<file path="src/rtl/vid_addr_seq.sv">
// Purpose : video address counter and word-fetch sequencer (22-bit screen address, vsync reload, CPU byte writes).
// Latency : first vld FETCH_DIV clocks after de is first sampled high; then one vld every FETCH_DIV clocks.
// Backpr. : none; fetch slots run free while de is high, consumers must accept every vld strobe.
//
// Ports:
//   c         system clock, rising edge
//   xr        asynchronous active-low reset
//   vsync     high on an edge loads base into the counter and returns to IDLE
//   base      screen base byte address (bit 0 ignored)
//   de        display enable
//   wr_sel    CPU byte-lane write select: [2]=addr[21:16], [1]=addr[15:8], [0]=addr[7:1]
//   wr_data   CPU write data
//   line_ofs  words added at end of each displayed line (used only with VID_LINE_OFFSET_EN)
//   vaddr     current video byte address, bit 0 always 0
//   vld       one-clock fetch strobe, vaddr is the fetch address
//   busy      high while in FETCH or EOL
//
// Optional feature: define VID_LINE_OFFSET_EN to add line_ofs at end of line;
// otherwise the EOL clock still happens but adds nothing.

module vid_addr_seq #(
    parameter int FETCH_DIV = 4,
    parameter int LOFS_W    = 8
) (
    input  logic              c,
    input  logic              xr,
    input  logic              vsync,
    input  logic [21:0]       base,
    input  logic              de,
    input  logic [2:0]        wr_sel,
    input  logic [7:0]        wr_data,
    input  logic [LOFS_W-1:0] line_ofs,
    output logic [21:0]       vaddr,
    output logic              vld,
    output logic              busy
);

    localparam int PW = (FETCH_DIV > 1) ? $clog2(FETCH_DIV) : 1;
    localparam logic [PW-1:0] PH_LAST = PW'(FETCH_DIV - 1);

    typedef enum logic [1:0] {
        IDLE  = 2'd0,
        FETCH = 2'd1,
        EOL   = 2'd2
    } state_t;

    state_t        state_q, state_d;
    logic [PW-1:0] ph_q, ph_d;
    logic [20:0]   cnt_q, cnt_d;
    logic [20:0]   ofs_add;
    logic          slot_end;

`ifdef VID_LINE_OFFSET_EN
    assign ofs_add = 21'(line_ofs);
    logic unused_bits;
    assign unused_bits = base[0];
`else
    assign ofs_add = 21'd0;
    logic unused_bits;
    assign unused_bits = ^{base[0], line_ofs};
`endif

    // Last clock of a fetch slot; the increment lands on the edge ending it,
    // so vld always sees the pre-increment address.
    assign slot_end = (state_q == FETCH) && (ph_q == PH_LAST);

    always_ff @(posedge c or negedge xr) begin
        if (!xr) begin
            state_q <= IDLE;
            ph_q    <= '0;
            cnt_q   <= '0;
        end else begin
            state_q <= state_d;
            ph_q    <= ph_d;
            cnt_q   <= cnt_d;
        end
    end

    always_comb begin
        state_d = state_q;
        ph_d    = ph_q;
        cnt_d   = cnt_q;

        case (state_q)
            IDLE: begin
                ph_d = '0;
                if (de) state_d = FETCH;
            end
            FETCH: begin
                // Dropping de mid-slot abandons it; a completed slot still
                // increments on this edge (handled below via slot_end).
                if (!de) begin
                    state_d = EOL;
                    ph_d    = '0;
                end else begin
                    ph_d = ph_q + PW'(1);
                end
            end
            EOL: begin
                ph_d    = '0;
                state_d = de ? FETCH : IDLE;
            end
            default: begin
                state_d = IDLE;
                ph_d    = '0;
            end
        endcase

        // Counter update: CPU write beats offset add beats fetch increment.
        if (|wr_sel) begin
            if (wr_sel[2]) cnt_d[20:15] = wr_data[5:0];
            if (wr_sel[1]) cnt_d[14:7]  = wr_data;
            if (wr_sel[0]) cnt_d[6:0]   = wr_data[7:1];
        end else if (state_q == EOL) begin
            cnt_d = cnt_q + ofs_add;
        end else if (slot_end) begin
            cnt_d = cnt_q + 21'd1;
        end

        // vsync overrides everything, including a pending EOL.
        if (vsync) begin
            cnt_d   = base[21:1];
            ph_d    = '0;
            state_d = IDLE;
        end
    end

    assign vaddr = {cnt_q, 1'b0};
    assign vld   = slot_end;
    assign busy  = (state_q != IDLE);

endmodule

</file>
<file path="config.mk">
export PLATFORM = sky130hd
export DESIGN_NAME = vid_addr_seq
export DESIGN_NICKNAME = d
export VERILOG_FILES = /design/src/rtl/vid_addr_seq.sv
export SDC_FILE = /design/constraint.sdc
export NUM_CORES = 1
export LEC_CHECK = 0
export CAP_MARGIN = 40
export CORE_ASPECT_RATIO = 0.7
export CORE_MARGIN = 2
export CORE_UTILIZATION = 40
export DETAILED_ROUTE_END_ITERATION = 8
export GPL_TIMING_DRIVEN = 0
export PLACE_DENSITY_LB_ADDON = 0.15
export SYNTH_ARGS = -nofsm -noshare
export SYNTH_HDL_FRONTEND = slang
export SYNTH_SLANG_ARGS = --single-unit
</file>
<file path="constraint.sdc">
create_clock -name c -period 1.8 [get_ports c]
set_input_delay 0.18 -clock c [delete_from_list [all_inputs] [get_ports c]]
set_output_delay 0.18 -clock c [all_outputs]
set_load 0.01 [all_outputs]
</file>
After elaboration in Yosys (flattened, before gate mapping) --
Cells that the tools add are included.
Word-level totals: word-level logic and storage cells 40, input bits 45, register bits 25
Operators by class: reductions and logical operators 9, multiplexer cells 15, eq/ne operators 9, $add $sub $neg 2
Operators with widths (count):
- $mux W21 | 4
- $add A21 B1 Y21 const B | 1
- $ne A3 B3 Y1 const B | 6
- $mux W2 | 6
- $reduce_and A3 Y1 | 3
- $mux W8 | 1
- $mux W7 | 1
- $mux W6 | 1
- $pmux W2 S3 | 1
- $eq A2 B2 Y1 const B | 2
- $reduce_bool A3 Y1 | 1
- $reduce_or A3 Y1 | 1
- $add A2 B1 Y2 const B | 1
- $eq A2 B1 Y1 const B | 1
- $logic_not A2 Y1 | 1
- $reduce_and A2 Y1 | 1
- $reduce_bool A2 Y1 | 1
- $logic_and A1 B1 Y1 | 1
- $mux W1 | 1

Longest topological paths before layout --
Gate-level depths: netlist of run 1.
depth in word-level cells 6, depth in mapped cells 8

Least setup slack after synthesis of run 1 --
Ideal clock, no wire load.
path type reg2reg, from register ph_q[0], to register cnt_q[13], stages on the path, launching flop included 8, path slack -0.031 ns, path buffers 2, required time 1.678 ns, data arrival time 1.709 ns, clock period less this slack 1.831 ns, cells stage by stage dfrtp_1 ha_1 and3b_1 and3b_1 buf_2 or3_1 buf_2 a32o_1
Between the ends: word-level cells in the longest chain between the ends 4
Ends and longest elaborated chain:
- start: declaration | RTL line 48 | logic [PW-1:0] ph_q, ph_d;
- start signal: assignment | RTL line 74 | ph_q <= ph_d;
- $eq A2 B2 Y1 | RTL line 65 | assign slot_end = (state_q == FETCH) && (ph_q == PH_LAST);
- $logic_and A1 B1 Y1 | RTL line 65
- via vld | RTL line 34 | output logic vld,
- $reduce_bool A3 Y1 (no source line)
- $reduce_and A3 Y1 (no source line)
- end signal: assignment | RTL line 75 | cnt_q <= cnt_d;
- end: declaration | RTL line 49 | logic [20:0] cnt_q, cnt_d;
The timed path passes the listed nets, and every way through them passes these cells. A chain may end at the register's enable or synchronous reset.

Worst setup path after layout of run 1 --
from register ph_q[0], to register cnt_q[13]
Between the ends: word-level cells in the longest chain between the ends 4
Ends and longest elaborated chain (RTL line):
- $eq A2 B2 Y1 | 65
- $logic_and A1 B1 Y1 | 65
- $reduce_bool A3 Y1 (no source line)
- $reduce_and A3 Y1 (no source line)
Every way passes these cells.

==> run metrics, run 1 <==
top-count cell post-synth=nand2_1; initial antenna violation count=0; Synth Register Bits=25; Synth area leaders=dfrtp_1 35%, o21ai_0 6.7%, nand2_1 6.5%; CTS Buffer Depth=2; worst-skew pair later-pin latency=0.29 ns; max incr delay on CP=0.40 ns; die area=5066 um2; Least-Margin Pin Slew=0.5603 ns; antenna cells=0; area grow syn2layout=48.89%; relative slew slack=62.53%; CTS Sinks=25; final hold vios=0; cell family with most CP delay=simple AND/OR/NAND/NOR gates; CP most frequent cell=and3b_2; share of layout cells above drive strength 1=18.77%; Setup crit end kind=register; main flop type after synthesis=dfrtp_1; PD cells=594.8 nW/um2; GRT Total Usage=24.22%; clock slew at reported path FFs=0.10 ns; GRT overflow=0; Tcrit/Tclk final=102.1%; Syn. warnings=0; Initial Utilization=41.62%; Max Clock Skew=0.009684 ns; post-synthesis sequential area ratio=34.72%; slowest stage cell, crit path=dfrtp_1; Syn Std Cell Area=1802 um2; number of global-route vias before repair=1,895; maximum vdd drop=0.0003045 V; syn_nets=268; crit path kind=register to register; DR vias=2,019; DR pass1 iterations=5; WHS=0.2438 ns; hpwl dp=4216 um; DR WL/cell=16.45 um; Reg area=631.9 um2; status=finished with violations; Filler cells=408; DRC Markers=0; Worst setup SP type=register; worst path cell trace=ha_2 > and3b_2 > and3b_2 > or3_1 > buf_6 > a32o_1; hold bufs inserted after CTS=0; worst setup slack after placement=-0.4703 ns; max cap viols=0; EDFF count, synth=0; max-slew violation count=0; crit-path max FO=6; area of the multi-input gates=1166 um2; Critical Path AT=2.01 ns; top cell type's share of synthesized area=34.72%; CTS buffer count=3; largest net degree at the start of global routing=17; failing checks=setup timing; post-layout net count=341; I/O pin count=69; # H-tree levels=1; RD Place Congestion=0.8854; Core ar.=4329 um2; LEAKAGE=1.045 nW; I/O Buffers=58; TritonCTS clock tree=built; Clk Tree Root Cell=clkbuf_8; RSZ-0062 raised after global routing=yes; Post-Syn Instances=221; die height=60.15 um; Vias per Instance=5.802; Tmin final=1.838 ns; Syn Area/Cell=8.153 um2; DR iter-0 viols=156; worst path required time=1.97 ns; post-route ant nets=0; Distinct cells, synth=53; Rows=20; first-pass GRT wire length=9459 um; Commonest cells post-synth=31 x nand2_1, 25 x dfrtp_1, 24 x o21ai_0; DIE WIDTH=84.22 um; Pwr Total=1.596 mW; type of the worst min-delay path=input pin to asynchronous set/reset pin; number of buffers and inverters on the critical path=1; post-synth top area cell=dfrtp_1; Finish-stage setup viols=3; WL final=5724 um; fraction of registers with async set/reset=100.0%; maximum clock rate=0.5440 GHz; worst setup margin=-0.03831 ns
per-layer routing:
| layer | up-vias | GRT usage [%] | part of all wire, % |
|---|---|---|---|
| met5 | - | 0 | 0 |
| met4 | 0 | 6.452 | 0.72 |
| met3 | 6 | 4.972 | 7.2 |
| met2 | 87 | 38.10 | 45 |
| met1 | 949 | 34.21 | 47 |
| li1 | 977 | - | - |
worst paths after layout:
path                                start  slack, ns  cells after the start         to
worst max-delay path              ph_q[0]      -0.04                      6  cnt_q[13]
worst min-delay path                   xr       0.24                      1   cnt_q[3]
worst max register to register    ph_q[0]      -0.04                      6  cnt_q[13]
worst min register to register    ph_q[0]       0.55                      2    ph_q[0]
max in group asynchronous              xr       1.06                      2   cnt_q[5]
min in group c                  wr_sel[2]       0.41                      4  cnt_q[20]
worst register-to-register path, stage by stage, from the launching register on:
cell     delay [ns]
dfrtp_1        0.40
ha_2           0.17
and3b_2        0.21
and3b_2        0.26
or3_1          0.33
buf_6          0.15
a32o_1         0.21
layout by cell type (no fill, tap or decap), types with 3 or more instances in the layout:
cell / synthesis / final
nand3_1: 7 / 6
clkbuf_8: 0 / 3
and4_1: 5 / 5
dfrtp_2: 0 / 5
nor2_1: 16 / 15
or3_1: 4 / 4
o21ai_0: 24 / 23
clkdlybuf4s50_1: 0 / 54
a21oi_2: 0 / 4
o31a_1: 3 / 3
a21oi_1: 19 / 15
nand2b_1: 7 / 6
o31ai_1: 8 / 8
dfrtp_1: 25 / 20
nor3_1: 5 / 4
buf_4: 1 / 12
nand4_1: 3 / 3
nor3_4: 0 / 3
a32o_1: 4 / 4
buf_6: 1 / 3
nand2_1: 31 / 31
buf_2: 8 / 6
cells by family after synthesis:
kind of cell / synth area share [%]
simple gates: 29.17
compound gates: 28.68
flops: 34.72
buf+inv: 4.306
fa+ha+maj: 1.389
xor+xnor: 0.9724
other cells: 0.2081
mux: 0.5556
final cells by class:
class	instances	area share (%)
Multi-Input combinational cell	181	43.47
Timing Repair Buffer	69	25.37
Sequential cell	25	23.55
Buffer	12	3.032
Tap cell	55	2.565
Clock buffer	3	1.539
Inverter	2	0.2799
Clock inverter	1	0.1866
report_power, final:
group | switching [mW] | internal [mW] | total (mW)
logic | 0.236 | 0.288 | 0.524
registers | 0.0841 | 0.621 | 0.705
clock network | 0.210 | 0.156 | 0.366
total | 0.530 | 1.07 | 1.60
state kept, by name (all words and copies together) (netlist names):
register,flops
ph_q,2
state_q,2
cnt_q,21
through the flow:
stage	util (%)	std cells	cell area, um2	setup TNS [ns]
6_report	61.97	348	2683	-0.08480
5_1_grt	61.97	348	2683	-0.2377
4_1_cts	60.38	344	2614	-0.3673
3_5_place_dp	57.43	335	2486	-6.452
3_3_place_gp	56.79	334	2459	-6.246
2_1_floorplan	-	221	1809	-0.04370
timing repair:
item / CTS / global route
buffers inserted: 6 / 4
endpoints found under the setup margin: 20 / 21
resized for setup: 19 / 17
pin swaps: 11 / 5
Note: power is estimated with default switching activity, not from simulation.
==> run 2, diff against run 1 <==
--- a/config.mk
+++ b/config.mk
@@ -5,10 +5,11 @@
 export SDC_FILE = /design/constraint.sdc
 export NUM_CORES = 1
 export LEC_CHECK = 0
+export ABC_AREA = 1
 export CAP_MARGIN = 40
 export CORE_ASPECT_RATIO = 0.7
 export CORE_MARGIN = 2
-export CORE_UTILIZATION = 40
+export CORE_UTILIZATION = 41
 export DETAILED_ROUTE_END_ITERATION = 8
 export GPL_TIMING_DRIVEN = 0
 export PLACE_DENSITY_LB_ADDON = 0.15
==> run 2 against run 1 <==
  * The flow now finishes without violations
  * Sequential share of layout area down 0.41 points
  * Cell area rose by 1.2%
  * Final cell count grew 26%
  * Area after synthesis grew 9.9%
  * Combinational power grew 16%
  * Clock skew is 0.0067 ns lower
  * Count of clock-buffer cells in the layout up 1
  * Critical path type is now register to primary output
  * Critical endpoint is now busy
  * Die area up 6.8%
  * Clock power up 1%
==> run metrics, run 2 <==
Crit Reg-Reg Startpoint=cnt_q[1]; type of the worst min-delay path=input pin to asynchronous set/reset pin; Pwr Total=1.715 mW (+7.5%); Max Clock Skew=0.003017 ns (-0.006667 ns); worst setup slack after placement=-0.02827 ns (+0.4421 ns); most common cell after layout, fill and taps aside=nand2_1; GRT overflow=0 (unchanged); antenna cells=0 (unchanged); CTS Sinks=25 (unchanged); max-slew violation count=0 (unchanged); share of layout cells above drive strength 1=9.711% (-9.1 points); area of the multi-input gates=1151 um2 (-1.3%); Finish-stage setup viols=0 (-3); Post-Syn Instances=318 (+44%); LEAKAGE=1.282 nW (+23%); CP Launch Point=state_q[1]; Filler cells=482 (+18%); clock slew at reported path FFs=0.10 ns (about the same); Syn Area/Cell=6.225 um2 (-24%); final core occ=57.70% (-4.3 points); RD Place Congestion=0.8584 (-3.0%); Setup crit end kind=primary output; Largest Register=cnt_q; Critical Path AT=1.46 ns (-0.55 ns); Syn Std Cell Area=1979 um2 (+9.9%); CTS buffer count=3 (unchanged); top cell type's share of synthesized area=31.61% (-3.1 points); Distinct cells, synth=27 (-49%); post-route ant nets=0 (unchanged); DR iter-0 viols=178 (+14%); # H-tree levels=1 (unchanged); Least-Margin Pin Slew=0.6077 ns (+0.04737 ns); hold bufs inserted after CTS=0 (unchanged); fraction of registers with async set/reset=100.0% (unchanged); main flop type after synthesis=dfrtp_1; EDFF count, synth=0 (unchanged); Worst setup SP type=register; GRT Total Usage=22.89% (-1.3 points); Reg area=628.1 um2 (-0.59%); max cap viols=0 (unchanged); worst setup margin=0.1624 ns (+0.2007 ns); post-synthesis sequential area ratio=31.61% (-3.1 points); crit path kind=register to primary output; Synth Register Bits=25 (unchanged); DR pass1 iterations=5 (unchanged); DRC Markers=0 (unchanged); Clk Tree Root Cell=clkbuf_8; first-pass GRT wire length=9853 um (+4.2%); most frequent cells in the layout=117 x nand2_1, 57 x clkdlybuf4s50_1, 43 x nor2_1, 33 x inv_1, 23 x dfrtp_1; worst-skew pair later-pin latency=0.28 ns (about the same); relative slew slack=59.36% (-3.2 points); crit-path max FO=3 (-3); Initial Utilization=42.09% (+0.47 points); PD cells=632.1 nW/um2 (+6.3%); Tmin final=1.638 ns (-0.2007 ns); I/O Buffers=58 (unchanged); number of global-route vias before repair=2,020 (+6.6%); DR WL/cell=13.18 um (-20%); worst path required time=1.62 ns (-0.35 ns); hpwl dp=4484 um (+6.4%); max reg flops=21 (unchanged); area grow syn2layout=37.10%; DR vias=2,172 (+7.6%); Syn. warnings=0 (unchanged); status=finished, final reports clean; Largest regs=cnt_q (21), ph_q (2), state_q (2); TritonCTS clock tree=built; WL final=5772 um (+0.84%); final hold vios=0 (unchanged); die height=62.14 um (+3.3%); post-layout net count=429 (+26%); Placed Cells incl. Taps=434 (+30%); RSZ-0062 raised after global routing=no; largest net degree at the start of global routing=16 (-1); DIE WIDTH=87.05 um (+3.4%); Rows=21 (+5.0%); Commonest cells post-synth=118 x nand2_1, 43 x nor2_1, 33 x inv_1; Tcrit/Tclk final=90.98% (-11 points); Core ar.=4703 um2 (+8.6%); initial antenna violation count=0 (unchanged); fin cells=438 (+26%); top-count cell post-synth=nand2_1; I/O pin count=69 (unchanged); Vias per Instance=4.959 (-15%); Synth area leaders=dfrtp_1 32%, nand2_1 22%, nor2_1 8.2%; die area=5409 um2 (+6.8%); maximum clock rate=0.6106 GHz (+12%); post-synth top area cell=dfrtp_1; maximum vdd drop=0.0003816 V (+25%); CTS Buffer Depth=2 (unchanged); syn_nets=365 (+36%)
[run 2: cell count changes in the layout (fill, tap and decap cells not counted), sizes merged, moves of 5 or more]
cell | previous run | this run
and4 | 5 | 0
buf | 22 | 8
inv | 2 | 34
nand2 | 31 | 120
nand2b | 7 | 0
nand3 | 7 | 17
nor2 | 16 | 49
nor3 | 8 | 2
o31ai | 9 | 0
[run 2: final timing paths]
kind,cells past startpoint,slack [ns],to
max in group asynchronous,2,1.04,cnt_q[0]
min in group c,1,0.44,ph_q[0]
hold / removal,1,0.27,cnt_q[2]
hold reg to reg,1,0.44,ph_q[0]
setup reg to reg,10,0.16,cnt_q[16]
setup / recovery,2,0.16,busy
[run 2: worst max-delay path, cell delays in order, from the launching register on]
cell,delay [ns]
dfrtp_1,0.41
or2_2,0.29
clkdlybuf4s50_1,0.47
[run 2: metal layers]
| metal | track usage (%) | vias to the layer above | wire length (um) |
|---|---|---|---|
| li1 | - | 1130 | - |
| met1 | 36.78 | 952 | 3074 |
| met2 | 31.39 | 81 | 2234 |
| met3 | 4.521 | 9 | 394 |
| met4 | 4.102 | 0 | 68 |
| met5 | 0 | - | 0 |
[run 2: final cells by class]
cell class                 instances  area share (%)
multi-input combinational        249           42.42
sequential                        25           23.14
timing repair buffer              59           22.50
inverter                          34           4.703
buffer                            10           2.951
tap                               57           2.628
clock buffer                       4           1.660
[run 2: what timing repair did]
action | CTS | global route
setup buffers | 0 | 0
gates resized for setup | 0 | 5
setup endpoints to repair | 0 | 7
[run 2: kinds of logic after synthesis]
kind of cell,count (synthesis),synth area share (%)
flip-flops,25,31.61
buffers and inverters,44,10.49
other,1,0.1895
AO/OA/AOI/OAI,47,13.59
adder cells (fa/ha/maj),2,1.264
AND/OR/NAND/NOR,199,42.86
[run 2: metrics by stage]
stage | instance area (um2) | hold WS [ns] | setup TNS, ns
floorplan | 1979 | -0.1156 | 0
global placement | 2631 | 0.4263 | -0.05738
detailed placement | 2659 | 0.4308 | -0.09042
CTS | 2704 | 0.2903 | 0
global route | 2714 | 0.3195 | 0
finish | 2714 | 0.2701 | 0
[run 2: report_power, final]
group          leakage, nW  total [mW]  internal (mW)  switching [mW]
combinational        0.962       0.610          0.305           0.305
sequential           0.297       0.735          0.628           0.107
clock               0.0228       0.371          0.159           0.211
==> run 3, diff against run 2 <==
==> constraint.sdc (replaced) <==
create_clock -name c -period 1.4 [get_ports c]
set_input_delay 0.14 -clock c [delete_from_list [all_inputs] [get_ports c]]
set_output_delay 0.14 -clock c [all_outputs]
set_load 0.01 [all_outputs]
==> run 3 against run 2 <==
  * The run now ends with setup timing left
  * Critical path depth is 7 higher
  * Register-to-register slack lost 0.30 ns
  * Cell area grew 20%
  * Die area is the same
  * Wire length is 24% higher
  * Sequential power up 25%
  * Core utilization rose by 12 points
  * Via count rose by 16%
  * Flip-flop and latch count did not move
  * Critical path type is now register to register
==> run metrics, run 3 (same netlist as run 2, synthesis figures left out) <==
Largest regs=cnt_q (21), ph_q (2), state_q (2); LEAKAGE=1.576 nW (+23%); max-slew violation count=0 (unchanged); failing checks=setup timing; crit path kind=register to register; Placed Cells incl. Taps=434 (unchanged); hpwl dp=4534 um (+1.1%); CTS buffer count=3 (unchanged); Largest Register=cnt_q; DR vias=2,517 (+16%); WHS=0.1669 ns (-0.1032 ns); CTS Sinks=25 (unchanged); worst setup margin=-0.1332 ns (-0.2956 ns); status=finished with violations; max incr delay on CP=0.45 ns (-0.02 ns); antenna cells=0 (unchanged); final core occ=69.49% (+12 points); Filler cells=384 (-20%); clock slew at reported path FFs=0.09 ns (about the same); first-pass GRT wire length=10,640 um (+8.0%); most frequent cells in the layout=112 x nand2_1, 40 x clkdlybuf4s50_1, 37 x buf_4, 34 x nor2_1, 28 x inv_1; worst-skew pair later-pin latency=0.28 ns (about the same); number of global-route vias before repair=2,207 (+9.3%); slowest stage cell, crit path=dfrtp_1; RSZ-0062 raised after global routing=yes; GRT Total Usage=24.83% (+1.9 points); post-layout net count=473 (+10%); Tcrit/Tclk final=109.5%; Max Clock Skew=0.002016 ns (-0.001001 ns); type of the worst min-delay path=input pin to asynchronous set/reset pin; I/O pin count=69 (unchanged); area grow syn2layout=65.11%; maximum clock rate=0.6522 GHz; share of layout cells above drive strength 1=28.24% (+19 points); DR pass1 iterations=5 (unchanged); CP most frequent cell=nand2_1; Pwr Total=2.553 mW (+49%); die area=5409 um2 (unchanged); final hold vios=0 (unchanged); CTS Buffer Depth=2 (unchanged); number of buffers and inverters on the critical path=2 (+1); DRC Markers=0 (unchanged); maximum vdd drop=0.0003686 V (-3.4%); die height=62.14 um (unchanged); Initial Utilization=42.09% (unchanged); max reg flops=21 (unchanged); Clk Tree Root Cell=clkbuf_8; setup tns final=-0.8717 ns (-0.8717 ns); TritonCTS clock tree=built; PD cells=781.2 nW/um2 (+24%); worst path required time=1.57 ns (-0.05 ns); Rows=21 (unchanged); crit-path max FO=3 (unchanged); Core ar.=4703 um2 (unchanged); fin area=3268 um2 (+20%); most common cell after layout, fill and taps aside=nand2_1; DR WL/cell=14.86 um (+13%); cell family with most CP delay=simple AND/OR/NAND/NOR gates; max cap viols=0 (unchanged); Placed Area=2656 um2 (about the same); WL final=7161 um (+24%); I/O Buffers=58 (unchanged); Critical Path AT=1.71 ns (+0.25 ns); area of the multi-input gates=1323 um2 (+15%); largest net degree at the start of global routing=18 (+2); GRT overflow=0 (unchanged); DR iter-0 viols=254 (+43%); Reg area=636.9 um2 (+1.4%); Vias per Instance=5.222 (+5.3%); initial antenna violation count=0 (unchanged); Worst setup SP type=register; Finish-stage setup viols=18 (+18); Crit Reg-Reg Startpoint=cnt_q[1]; # H-tree levels=1 (unchanged); CP Launch Point=cnt_q[1]; fin cells=482 (+10%); post-route ant nets=0 (unchanged); worst setup slack after placement=-0.4292 ns (-0.4010 ns); DIE WIDTH=87.05 um (unchanged); Setup crit end kind=register; RD Place Congestion=0.8750 (+1.9%); Tmin final=1.533 ns; worst path cell trace=buf_6 > nand3_2 > nor2_2 > buf_4 > nand4_1 > nand2_1 > nand2_1 > a21oi_1 > nor2_1
==> run 3: cell count changes in the layout (fill, tap and decap cells not counted), sizes merged <==
cell           change
dlymetal6s2s       +2
dlygate4sd2       +12
buf               +44
clkdlybuf4s50     -17
clkdlybuf4s15      +2
clkbuf             +1
==> run 3: worst reg2reg max path: stages, from the launching register on <==
cell	delay (ns)
dfrtp_1	0.45
buf_6	0.14
nand3_2	0.09
nor2_2	0.16
buf_4	0.14
nand4_1	0.07
nand2_1	0.07
nand2_1	0.04
a21oi_1	0.19
nor2_1	0.07
==> run 3: power breakdown <==
| part | internal (mW) | switching (mW) |
|---|---|---|
| sequential | 0.813 | 0.109 |
| combinational | 0.588 | 0.577 |
| clock | 0.205 | 0.261 |
==> run 3: layout make-up <==
type | count | area share [%]
inverters | 34 | 3.982
plain buffers | 10 | 2.795
well taps | 57 | 2.182
flip-flops and latches | 25 | 19.49
clock buffers | 4 | 1.378
multi-input cells | 249 | 40.47
repair buffers | 103 | 29.71
==> run 3: worst paths after layout <==
check                             end  slack, ns  cells past startpoint
min                          cnt_q[4]       0.17                      1
max                         cnt_q[13]      -0.13                      9
min in group c             state_q[0]       0.45                      3
min reg2reg                state_q[0]       0.48                      1
max reg2reg                 cnt_q[13]      -0.13                      9
max in group asynchronous   cnt_q[15]       0.73                      2
==> run 3: per-layer routing <==
layer | part of all wire, % | GRT usage [%] | routed length, um
met5 | 0 | 0 | 0
met4 | 2.0 | 3.711 | 143
met3 | 7.9 | 4.521 | 569
met2 | 44 | 36.93 | 3153
met1 | 46 | 38.05 | 3295
==> run 3: timing repair <==
action | CTS | global route
resized for setup | 66 | 37
gates cloned | 2 | 1
hold buffers | 0 | 0
setup buffers | 27 | 14
endpoints found under the setup margin | 40 | 27
pin swaps | 15 | 16
